===== src/rtl/hazard3_onehot_priority.sv =====
// Priority selector: reduces a request bitmap to a one-hot (or zero) vector.
// HIGHEST_WINS=0 keeps the lowest set bit, HIGHEST_WINS=1 keeps the highest.
module hazard3_onehot_priority #(
    parameter int W            = 4,
    parameter bit HIGHEST_WINS = 1'b0
) (
    input  logic [W-1:0] req,
    output logic [W-1:0] gnt
);

    logic seen_any;

    // seen_any tracks whether a higher-priority bit has already been taken.
    always_comb begin
        gnt      = '0;
        seen_any = 1'b0;
        if (!HIGHEST_WINS) begin
            for (int i = 0; i < W; i++) begin
                gnt[i]   = req[i] & ~seen_any;
                seen_any = seen_any | req[i];
            end
        end else begin
            for (int i = W - 1; i >= 0; i--) begin
                gnt[i]   = req[i] & ~seen_any;
                seen_any = seen_any | req[i];
            end
        end
    end

endmodule


===== src/rtl/hazard3_rr_arbiter.sv =====
// Round-robin arbiter with registered one-hot grant and zero-bubble handover.
// Optional grant lock across done is enabled by defining HAZARD3_RR_ARBITER_LOCK_EN.
module hazard3_rr_arbiter #(
    parameter int N_REQ = 4,
    localparam int W_IDX = (N_REQ > 1) ? $clog2(N_REQ) : 1
) (
    input  logic             clk,
    input  logic             rst,
    input  logic [N_REQ-1:0] req,
    input  logic             done,
`ifdef HAZARD3_RR_ARBITER_LOCK_EN
    input  logic             lock,
`endif
    output logic [N_REQ-1:0] gnt,
    output logic             gnt_valid,
    output logic [W_IDX-1:0] gnt_idx
);

    typedef enum logic {
        IDLE = 1'b0,
        BUSY = 1'b1
    } state_t;

    state_t             state_reg, state_next;
    logic [N_REQ-1:0]   gnt_reg, gnt_next;
    logic [W_IDX-1:0]   gnt_idx_reg, gnt_idx_next;
    logic               gnt_valid_reg, gnt_valid_next;
    logic [W_IDX-1:0]   last_reg, last_next;

    logic [N_REQ-1:0]   masked_req;
    logic [N_REQ-1:0]   masked_oh;
    logic [N_REQ-1:0]   raw_oh;
    logic [N_REQ-1:0]   win_oh;
    logic [W_IDX-1:0]   win_idx;
    logic               hold_grant;

    // Only requesters strictly above the last grant take part in the first pass.
    generate
        for (genvar gi = 0; gi < N_REQ; gi++) begin : g_mask
            assign masked_req[gi] = req[gi] & (W_IDX'(gi) > last_reg);
        end
    endgenerate

    hazard3_onehot_priority #(
        .W            (N_REQ),
        .HIGHEST_WINS (1'b0)
    ) u_pri_masked (
        .req (masked_req),
        .gnt (masked_oh)
    );

    hazard3_onehot_priority #(
        .W            (N_REQ),
        .HIGHEST_WINS (1'b0)
    ) u_pri_raw (
        .req (req),
        .gnt (raw_oh)
    );

    assign win_oh = (|masked_req) ? masked_oh : raw_oh;

    always_comb begin
        win_idx = '0;
        for (int i = 0; i < N_REQ; i++) begin
            if (win_oh[i]) begin
                win_idx = win_idx | W_IDX'(i);
            end
        end
    end

`ifdef HAZARD3_RR_ARBITER_LOCK_EN
    assign hold_grant = lock;
`else
    assign hold_grant = 1'b0;
`endif

    always_comb begin
        state_next     = state_reg;
        gnt_next       = gnt_reg;
        gnt_idx_next   = gnt_idx_reg;
        last_next      = last_reg;
        case (state_reg)
            IDLE: begin
                if (|req) begin
                    state_next   = BUSY;
                    gnt_next     = win_oh;
                    gnt_idx_next = win_idx;
                    last_next    = win_idx;
                end
            end
            BUSY: begin
                if (done && !hold_grant) begin
                    if (|req) begin
                        gnt_next     = win_oh;
                        gnt_idx_next = win_idx;
                        last_next    = win_idx;
                    end else begin
                        state_next   = IDLE;
                        gnt_next     = '0;
                        gnt_idx_next = '0;
                    end
                end
            end
            default: begin
                state_next   = IDLE;
                gnt_next     = '0;
                gnt_idx_next = '0;
            end
        endcase
        gnt_valid_next = (state_next == BUSY);
    end

    // Pointer resets to the top index so requester 0 is favoured first.
    always_ff @(posedge clk) begin
        if (rst) begin
            state_reg     <= IDLE;
            gnt_reg       <= '0;
            gnt_idx_reg   <= '0;
            gnt_valid_reg <= 1'b0;
            last_reg      <= W_IDX'(N_REQ - 1);
        end else begin
            state_reg     <= state_next;
            gnt_reg       <= gnt_next;
            gnt_idx_reg   <= gnt_idx_next;
            gnt_valid_reg <= gnt_valid_next;
            last_reg      <= last_next;
        end
    end

    assign gnt       = gnt_reg;
    assign gnt_valid = gnt_valid_reg;
    assign gnt_idx   = gnt_idx_reg;

endmodule


===== config.mk =====
export PLATFORM = sky130hd
export DESIGN_NAME = hazard3_rr_arbiter
export DESIGN_NICKNAME = d
export VERILOG_FILES = /design/src/rtl/hazard3_onehot_priority.sv /design/src/rtl/hazard3_rr_arbiter.sv
export SDC_FILE = /design/constraint.sdc
export NUM_CORES = 1
export LEC_CHECK = 0
export ABC_AREA = 1
export BUFFER_PORTS_ARGS = -buffer_cell sky130_fd_sc_hd__buf_4
export CORE_AREA = 2 2 39 41
export CTS_BUF_LIST = sky130_fd_sc_hd__clkbuf_8
export DETAILED_ROUTE_END_ITERATION = 8
export DIE_AREA = 0 0 41 43
export SETUP_SLACK_MARGIN = 0.5
export SLEW_MARGIN = 20
export SYNTH_ARGS = -nofsm -noshare
export SYNTH_HDL_FRONTEND = slang
export SYNTH_SLANG_ARGS = --single-unit
export TNS_END_PERCENT = 5

===== constraint.sdc =====
create_clock -name clk -period 1 [get_ports clk]
set_input_delay 0.1 -clock clk [delete_from_list [all_inputs] [get_ports clk]]
set_output_delay 0.1 -clock clk [all_outputs]
set_load 0.01 [all_outputs]

==> results.md, run 1 <==
- The sum of buffers and inverters on the critical path is 1.
- The count of clock tree sinks is 9.
- The repair_antennas step left the layout with diodes totalling 0.
- The signal on the critical path passes through nor2_4, nand2_4, nand4_1, nand2_1, nand2_2, nand3_1, nand2_1, inv_1.
- Among the stages of the critical path, the cell type that occurs most often is nand2_1.
- The flip-flop and latch count after synthesis is 9.
- For this run, the share of the core covered by cells in the final layout is 53.71%.
- The worst register-to-register path begins at last_reg[1].
- The synthesized-area fraction occupied by and/or/nand/nor cells is between 40 and 50%.
- The routed layout has around 480 vias.
- Wire segments on met2 add up to 505 um in the final route.
- The cell with the biggest individual delay on the critical path is dfxtp_4.
- Broken down by cell family, the worst path's largest delay share belongs to simple AND/OR/NAND/NOR gates.
- The part of the Yosys area used for sequential elements is 36.27%.
- At the pin with the least slew margin, the transition time is 0.1531 ns.
- The count of hold buffers inserted by post-cts repair is 0.
- The critical hold path startpoint is rst.
- For this block, the routed nets add up to approximately 1.1 mm of wire.
- The critical path crosses 8 cells after its start point.
- The initialized floorplan defines 14 standard-cell rows.
- Once layout is done, the placed cells without fillers occupy between 700 and 800 um^2.
- STA classifies the critical path endpoint as a flop.
- The arrival time of data at the critical path endpoint is about 1.2 ns.
- Across every metal layer, demand over resource in global routing totals about 14%.
- The smallest hold slack is 0.07664 ns.
- The critical path is of the reg2reg type.
- Setup repair after global routing could not meet its margin everywhere.
- The final weighted congestion in routability-driven placement is 0.7692.
- Port buffering added 13 buffers.
- The worst setup path is launched from a flop.
- The average instance in the mapped netlist occupies between 7 and 8 um^2.
- The flip-flop count of the largest register, all copies and words added is 4.
- The relative max-transition margin is 89.77%.
- Once the clock tree was built, the setup fixing pass inserted 0 buffers.
- Ranked by total cell area, the synthesized netlist is headed by dfxtp_1 (36%), nand2_1 (9.8%), nand3_1 (9.1%).
- In this run the deepest clock path goes through 2 buffers.
- The worst-path maximum fanout is 6.
- The worst hold path passes through 2 cells.
- The die covers 1763 um^2.
- The highest metal layer carrying signal wires in the routed design is met4.
- In the layout the commonest cells are buf_4 (17), nand2_1 (9), inv_1 (8), nand2_2 (8), nand3_1 (7).
- The total overflow left after global routing is 0.
- The worst reg2reg path depth is 8.
- The final critical-path share of the clock period is 103.5%.
- The max-capacitance violation count is 0.
- The beginning of the critical path is last_reg[1].
- Measured along the x axis, the die boundary spans 41 um.
- Clock tree synthesis inserted a total of 3 buffers.
- After clock tree synthesis, the clock-pin slew on the worst setup and hold paths is 0.04 ns.
- The smallest clock period supported by the final layout is computed as 1.035 ns.
- For this run, design rule violations remaining after detail routing come to 0.
- Before antenna repair, the detailed router went through 2 iterations.
- The final reports fail on setup timing.
- The net count after synthesis is 74.
- The cell area that synthesis handed to floorplanning was 496.7 um^2.
- The cell taking the most area after synthesis is dfxtp_1.
- For the worst setup path, the data required time is between 1 and 1.5 ns.
- The count of nets left with antenna violations once routing finished came out at 0.
- The final total negative setup slack is -0.06901 ns.
- The number of warning messages in the yosys log is 0.
- Summing the areas of all compound-gate instances in the mapped netlist gives 6.801% of the synthesized area.
- The hold violation total from the final report came to 0.
- The library cell used most frequently in the layout, excluding fill and tap cells, is buf_4.
- The power density over the cells is 1518 nW/um^2.
- The placed wire-length estimate is 821.8 um.
- Multiplexer cells account for 0% of the synthesized area.
- The root buffer cell is clkbuf_8.
- In the final routed layout, each cell accounts on average for ~10 um.
- The maximum level of the CTS H-tree is 1.
- After layout, the design draws a total of 1.129 mW.
- The run finished, with violations left.
- On the worst path, the slowest cell contributes a delay of roughly 0.36 ns.
- The height of the die is approximately 43 um.
- The netlist uses 15 different library cells.
- The first routing iteration left 5 violations.
- Summing the areas of all xor and xnor instances in the mapped netlist gives 0% of the synthesized area.
- IR analysis of the VDD net gives a maximum drop of between 0.9 and 1 mV.
- Synthesis produced a netlist whose cell count is 67.
- For this block, wires on met1 add up to 500 um.
- Relative to the synthesized area, the layout overhead comes to 49.62%.
- TritonCTS built the clock tree.
- The count of final setup violators is 2.
- The core region is 1384 um^2.
- The number of antenna violations at the first check in global routing is 0.
- The net total in the final layout is 97.
- The wire length of the first global-routing pass is 1.683 mm.
- During I/O placement, the number of pins put on the boundary was 14.
- The via-per-instance ratio is 4.581.
- After detailed placement, the design holds a cell count of 101.
- For this run, the number of standard cells in the final layout without fillers is 105.
- After synthesis, the largest family of logic cells by area is simple AND/OR/NAND/NOR gates.
- The top cell type's share of synthesized area is 36.27%.
- The maximum clock frequency is 0.9666 GHz.
- Summed over all cells, the static leakage comes to around 0.39 nW.
- At the placement stage, the worst setup path has a slack of -0.03196 ns.
- The routed design uses about 34 um of met3 wire.
- The fraction of layout instances using a drive strength above 1 is 56.18%.
- The maximum number of pins on one net before global-route repair is 8.
- The type of the most critical hold path is in2reg.
- The via count of the first global-routing pass was between 400 and 500.
- The final worst setup slack is -0.03461 ns.
- At the later pin of the worst-skew pair, clock insertion delay measures 0.23 ns.
- The number of max-slew violations in the final report came to 0.
- The placement-stage cell area is 665.6 um^2.
- Summing the areas of all fa, ha and maj instances in the mapped netlist gives 0% of the synthesized area.
- Once the floorplan was initialized, standard cells occupied a little over a third of the core.
- For the final database, setup skew stands at 0.001060 ns.
-- routing by layer --
metal,global-route usage (%),vias up
met4,10.00,0
met1,17.97,208
li1,-,259
met3,3.141,5
met5,0,-
met2,20.31,9
-- power breakdown --
part           internal [mW]  leakage (nW)  total (mW)  switching (mW)
logic                  0.131         0.287       0.285           0.155
registers              0.401        0.0748       0.434          0.0331
clock network          0.267        0.0269       0.409           0.142
-- path summary, 6_finish.rpt --
path | endpoint | slack [ns]
max | gnt_idx[1] | -0.03
min | gnt[0] | 0.08
max reg2reg | gnt_idx[1] | -0.03
min reg2reg | gnt[2] | 0.46
-- kinds of logic (layout without fill, tap and decap cells) --
family / count (synthesis) / after routing
AO/OA/AOI/OAI: 6 / 6
buffers and inverters: 11 / 33
flip-flops: 9 / 9
AND/OR/NAND/NOR: 41 / 41
-- area by class of cell --
type                    count  area, um^2
flip-flops and latches      9       187.7
well taps                  16       20.02
inverters                  11       46.29
repair buffers             18       138.9
clock inverters             1       3.754
fillers                   146       640.6
clock buffers               3       41.29
multi-input cells          47       305.3
-- cell usage after synthesis --
cell and n:
a21oi_1 5, a21oi_2 1, and3_1 1, clkinv_4 1
dfxtp_1 9, inv_1 7, inv_2 3, nand2_1 13
nand2_2 5, nand2_4 4, nand3_1 9, nand3_2 1
nand4_1 2, nor2_1 4, nor2_4 2
-- what timing repair did --
item / 4_1_cts / 5_1_grt
gates resized for setup: 3 / 6
pin swaps: 3 / 4
setup endpoints to repair: 16 / 16
No activity file was read; power rests on OpenSTA's default activity.
==> run 2, diff against run 1 <==
Settings changed: CAP_MARGIN set to 40, TNS_END_PERCENT 5 to 100.
==> results.md, run 2 (synthesized netlist as in run 1, its figures left out) <==
- The number of cells on the worst hold path is 2 (unchanged).
- The via count of the first global-routing pass is 482 (+13%).
- The via-per-instance ratio was 4.783 (+4.4%).
- Leaving out fill and tap cells, the most frequent cells in the layout are buf_4 (12), inv_1 (8), nand2_1 (8), dfxtp_2 (8).
- The relative max-transition margin came to 91.67% (+1.9 points).
- The fraction of layout instances using a drive strength above 1 is 65.56% (+9.4 points).
- The fraction of power spent switching nets was 28.65% (-0.57 points).
- The TritonCTS clock tree is yes.
- The post-route standard cell area excluding fillers was 800.8 um^2 (+7.7%).
- The smallest hold slack came to 0.08174 ns (+0.005099 ns).
- The count of antenna-violating nets left after detailed routing came to 0 (unchanged).
- The height of the die came to 43 um (unchanged).
- The placed wire-length estimate came to 822.4 um (about the same).
- The worst reg2reg path depth came to 8 (unchanged).
- The capturing element type of the critical path is a flop.
- Walking the worst path, the cells encountered are nor2_4, nand2_4, nand4_1, nand2_1, nand2_2, nand3_2, nand2_1, inv_1.
- The run finished, with violations left.
- The arrival time of data at the critical path endpoint came to 1.15 ns (-0.02 ns).
- The shortest clock period the worst path allows after layout is 1.032 ns (-0.002803 ns).
- The hold violation total from the final report is 0 (unchanged).
- The die area was 1763 um^2 (unchanged).
- The maximum level of the CTS H-tree came to 1 (unchanged).
- The number of DRC markers in iteration 0 came to 3 (-2).
- The overall power after layout was 1.152 mW (+2.1%).
- The required time of the worst setup path is 1.12 ns (about the same).
- The maximum buffer depth of the clock tree came to 2 (unchanged).
- The number of top-level pins came to 14 (unchanged).
- The count of TritonRoute iterations in the first routing pass is 2 (unchanged).
- The number of standard cells in the final layout excluding fillers is 106 (+0.95%).
- The core area is 1384 um^2 (unchanged).
- The combined global-route utilization of all metal layers is 16.25% (+2.0 points).
- The worst setup path is of the reg2reg kind.
- For this design, the slowest cell found on the critical path is dfxtp_4.
- The count of fill cells added during filler insertion is 138 (-5.5%).
- The routed length per instance is 10.43 um (+2.4%).
- The area overhead of the layout relative to synthesis is 61.21%.
- The site row count was 14 (unchanged).
- The critical path ends at gnt_idx[0].
- The reported leakage power is 0.4137 nW (+6.5%).
- The max-capacitance violation count is 0 (unchanged).
- The final critical-path share of the clock period is 103.2% (-0.28 points).
- The sum of routed wire length over all layers came to 1.106 mm (+3.4%).
- The number of max-slew violations in the final report is 0 (unchanged).
- Setup repair after global routing could not meet its margin everywhere.
- The switching power was 330.1 uW (about the same).
- The largest stage delay on the critical path is 0.36 ns (about the same).
- The final reports fail on setup timing.
- The worst hold path belongs to the class in2reg.
- The total instance count after detailed placement came to 101 (unchanged).
- The worst flop-to-flop path startpoint is last_reg[1].
- The total number of vias is 507 (+5.4%).
- The starting utilization of the core area was 35.90% (unchanged).
- The maximum clock frequency was 0.9692 GHz (+0.27%).
- The clock power share is 34.6% (-1.7 points).
- The number of buffers inserted during clock tree synthesis is 3 (unchanged).
- The port buffer count is 13 (unchanged).
- The cell-internal power is 821.9 uW (+2.9%).
- The final routed DRC violation total was 0 (unchanged).
- The slew at the pin closest to its max-slew limit is 0.1248 ns (-0.02830 ns).
- The clock transition at the registers of the reported paths was 0.04 ns (about the same).
- The library cell used most frequently in the layout, excluding fill and tap cells, is buf_4.
- The count of clock tree sinks is 9 (unchanged).
- The peak supply drop is 1.411 mV (+50%).
- The cell that appears most often on the critical path is nand2_1.
- The placement-stage cell area is 665.6 um^2 (unchanged).
- The maximum clock skew at final layout is 0.0006131 ns (-0.0004472 ns).
- The final worst setup slack is -0.03181 ns (+0.002803 ns).
- The net total in the final layout is 98 (+1.0%).
- The number of diodes is 0 (unchanged).
- The setup slack of the most critical reg-to-reg path is -0.03 ns (about the same).
- The beginning of the critical path is last_reg[1].
- The maximum number of pins on one net before global-route repair was 8 (unchanged).
- The critical register-to-register path endpoint is gnt_idx[0].
- The aggregate global routing overflow is 0 (unchanged).
- The count of final setup violators is 3 (+1).
- The wire length of the first global-routing pass is 1.883 mm (+12%).
- The count of hold buffers inserted by post-cts repair is 0 (unchanged).
- The nature of the critical path startpoint is a flop.
- The worst-path maximum fanout came to 6 (unchanged).
- The power density over the cells came to 1439 nW/um^2 (-5.3%).
- The number of antenna violations at the first check in global routing came to 0 (unchanged).
- The final weighted congestion in routability-driven placement is 0.6971 (-9.4%).
- The flip-flop count of the largest register, all copies and words added is 4 (unchanged).
- The overall die width was 41 um (unchanged).
- The part of the total power dissipated in sequential elements came to 38.2% (-0.3 points).
- The combinational cell fraction of total power is 27.3% (+2.0 points).
- The clock latency of the later-clocked register in the worst-skew pair was 0.23 ns (about the same).
- The root buffer cell is clkbuf_8.
-- run 2: stage by stage --
| step | utilization [%] | setup TNS (ns) | setup slack (ns) |
|---|---|---|---|
| 5_1_grt | 57.87 | -0.4510 | -0.1198 |
| 2_1_floorplan | - | 0 | 0.05586 |
| 3_5_place_dp | 48.10 | -0.08854 | -0.03736 |
| 6_report | 57.87 | -0.06028 | -0.03181 |
| 4_1_cts | 57.14 | -0.04750 | -0.02754 |
| 3_3_place_gp | 48.10 | -0.05276 | -0.03219 |
-- run 2: how the worst min path moves through the flow --
stage	from	end	slack, ns
final	rst	gnt[0]	0.08
after global routing	rst	gnt[0]	0.09
after CTS	rst	gnt[0]	0.08
after detailed placement	rst	gnt[0]	0.32
after global placement	rst	gnt[0]	0.32
after floorplan	rst	gnt[0]	0.16
-- run 2: routing by layer --
| layer | track usage [%] | vias up | wire (um) |
|---|---|---|---|
| li1 | - | 262 | - |
| met1 | 17.65 | 232 | 426 |
| met2 | 24.69 | 9 | 593 |
| met3 | 5.236 | 4 | 48 |
| met4 | 12.00 | 0 | 38 |
| met5 | 0 | - | 0 |
-- run 2: area by class of cell --
class	count	area [um^2]	area share [%]
multi-input combinational	47	326.6	40.78
sequential	9	193.9	24.22
timing repair buffer	19	168.9	21.09
inverter	11	46.29	5.781
clock buffer	3	41.29	5.156
tap	16	20.02	2.500
clock inverter	1	3.754	0.4688
-- run 2: power by group through the flow --
stage               Sequential [mW]  Clock [mW]  Combinational, mW
floorplan                     0.441           0              0.154
global placement              0.432           0              0.269
detailed placement            0.431           0              0.270
CTS                           0.438       0.413              0.309
global route                  0.444       0.427              0.345
finish                        0.440       0.398              0.314
-- run 2: what timing repair did --
item,in CTS,in global routing
buffers inserted,1,0
pin swaps,4,0
resized for setup,22,3
setup endpoints to repair,16,16
gates cloned,0,0
-- run 2: critical path, delay by kind of cell, from the launching register on --
family	cells	cell delay, ns
buffers and inverters	1	0.04
DFF	1	0.36
and+or+nand+nor	7	0.55
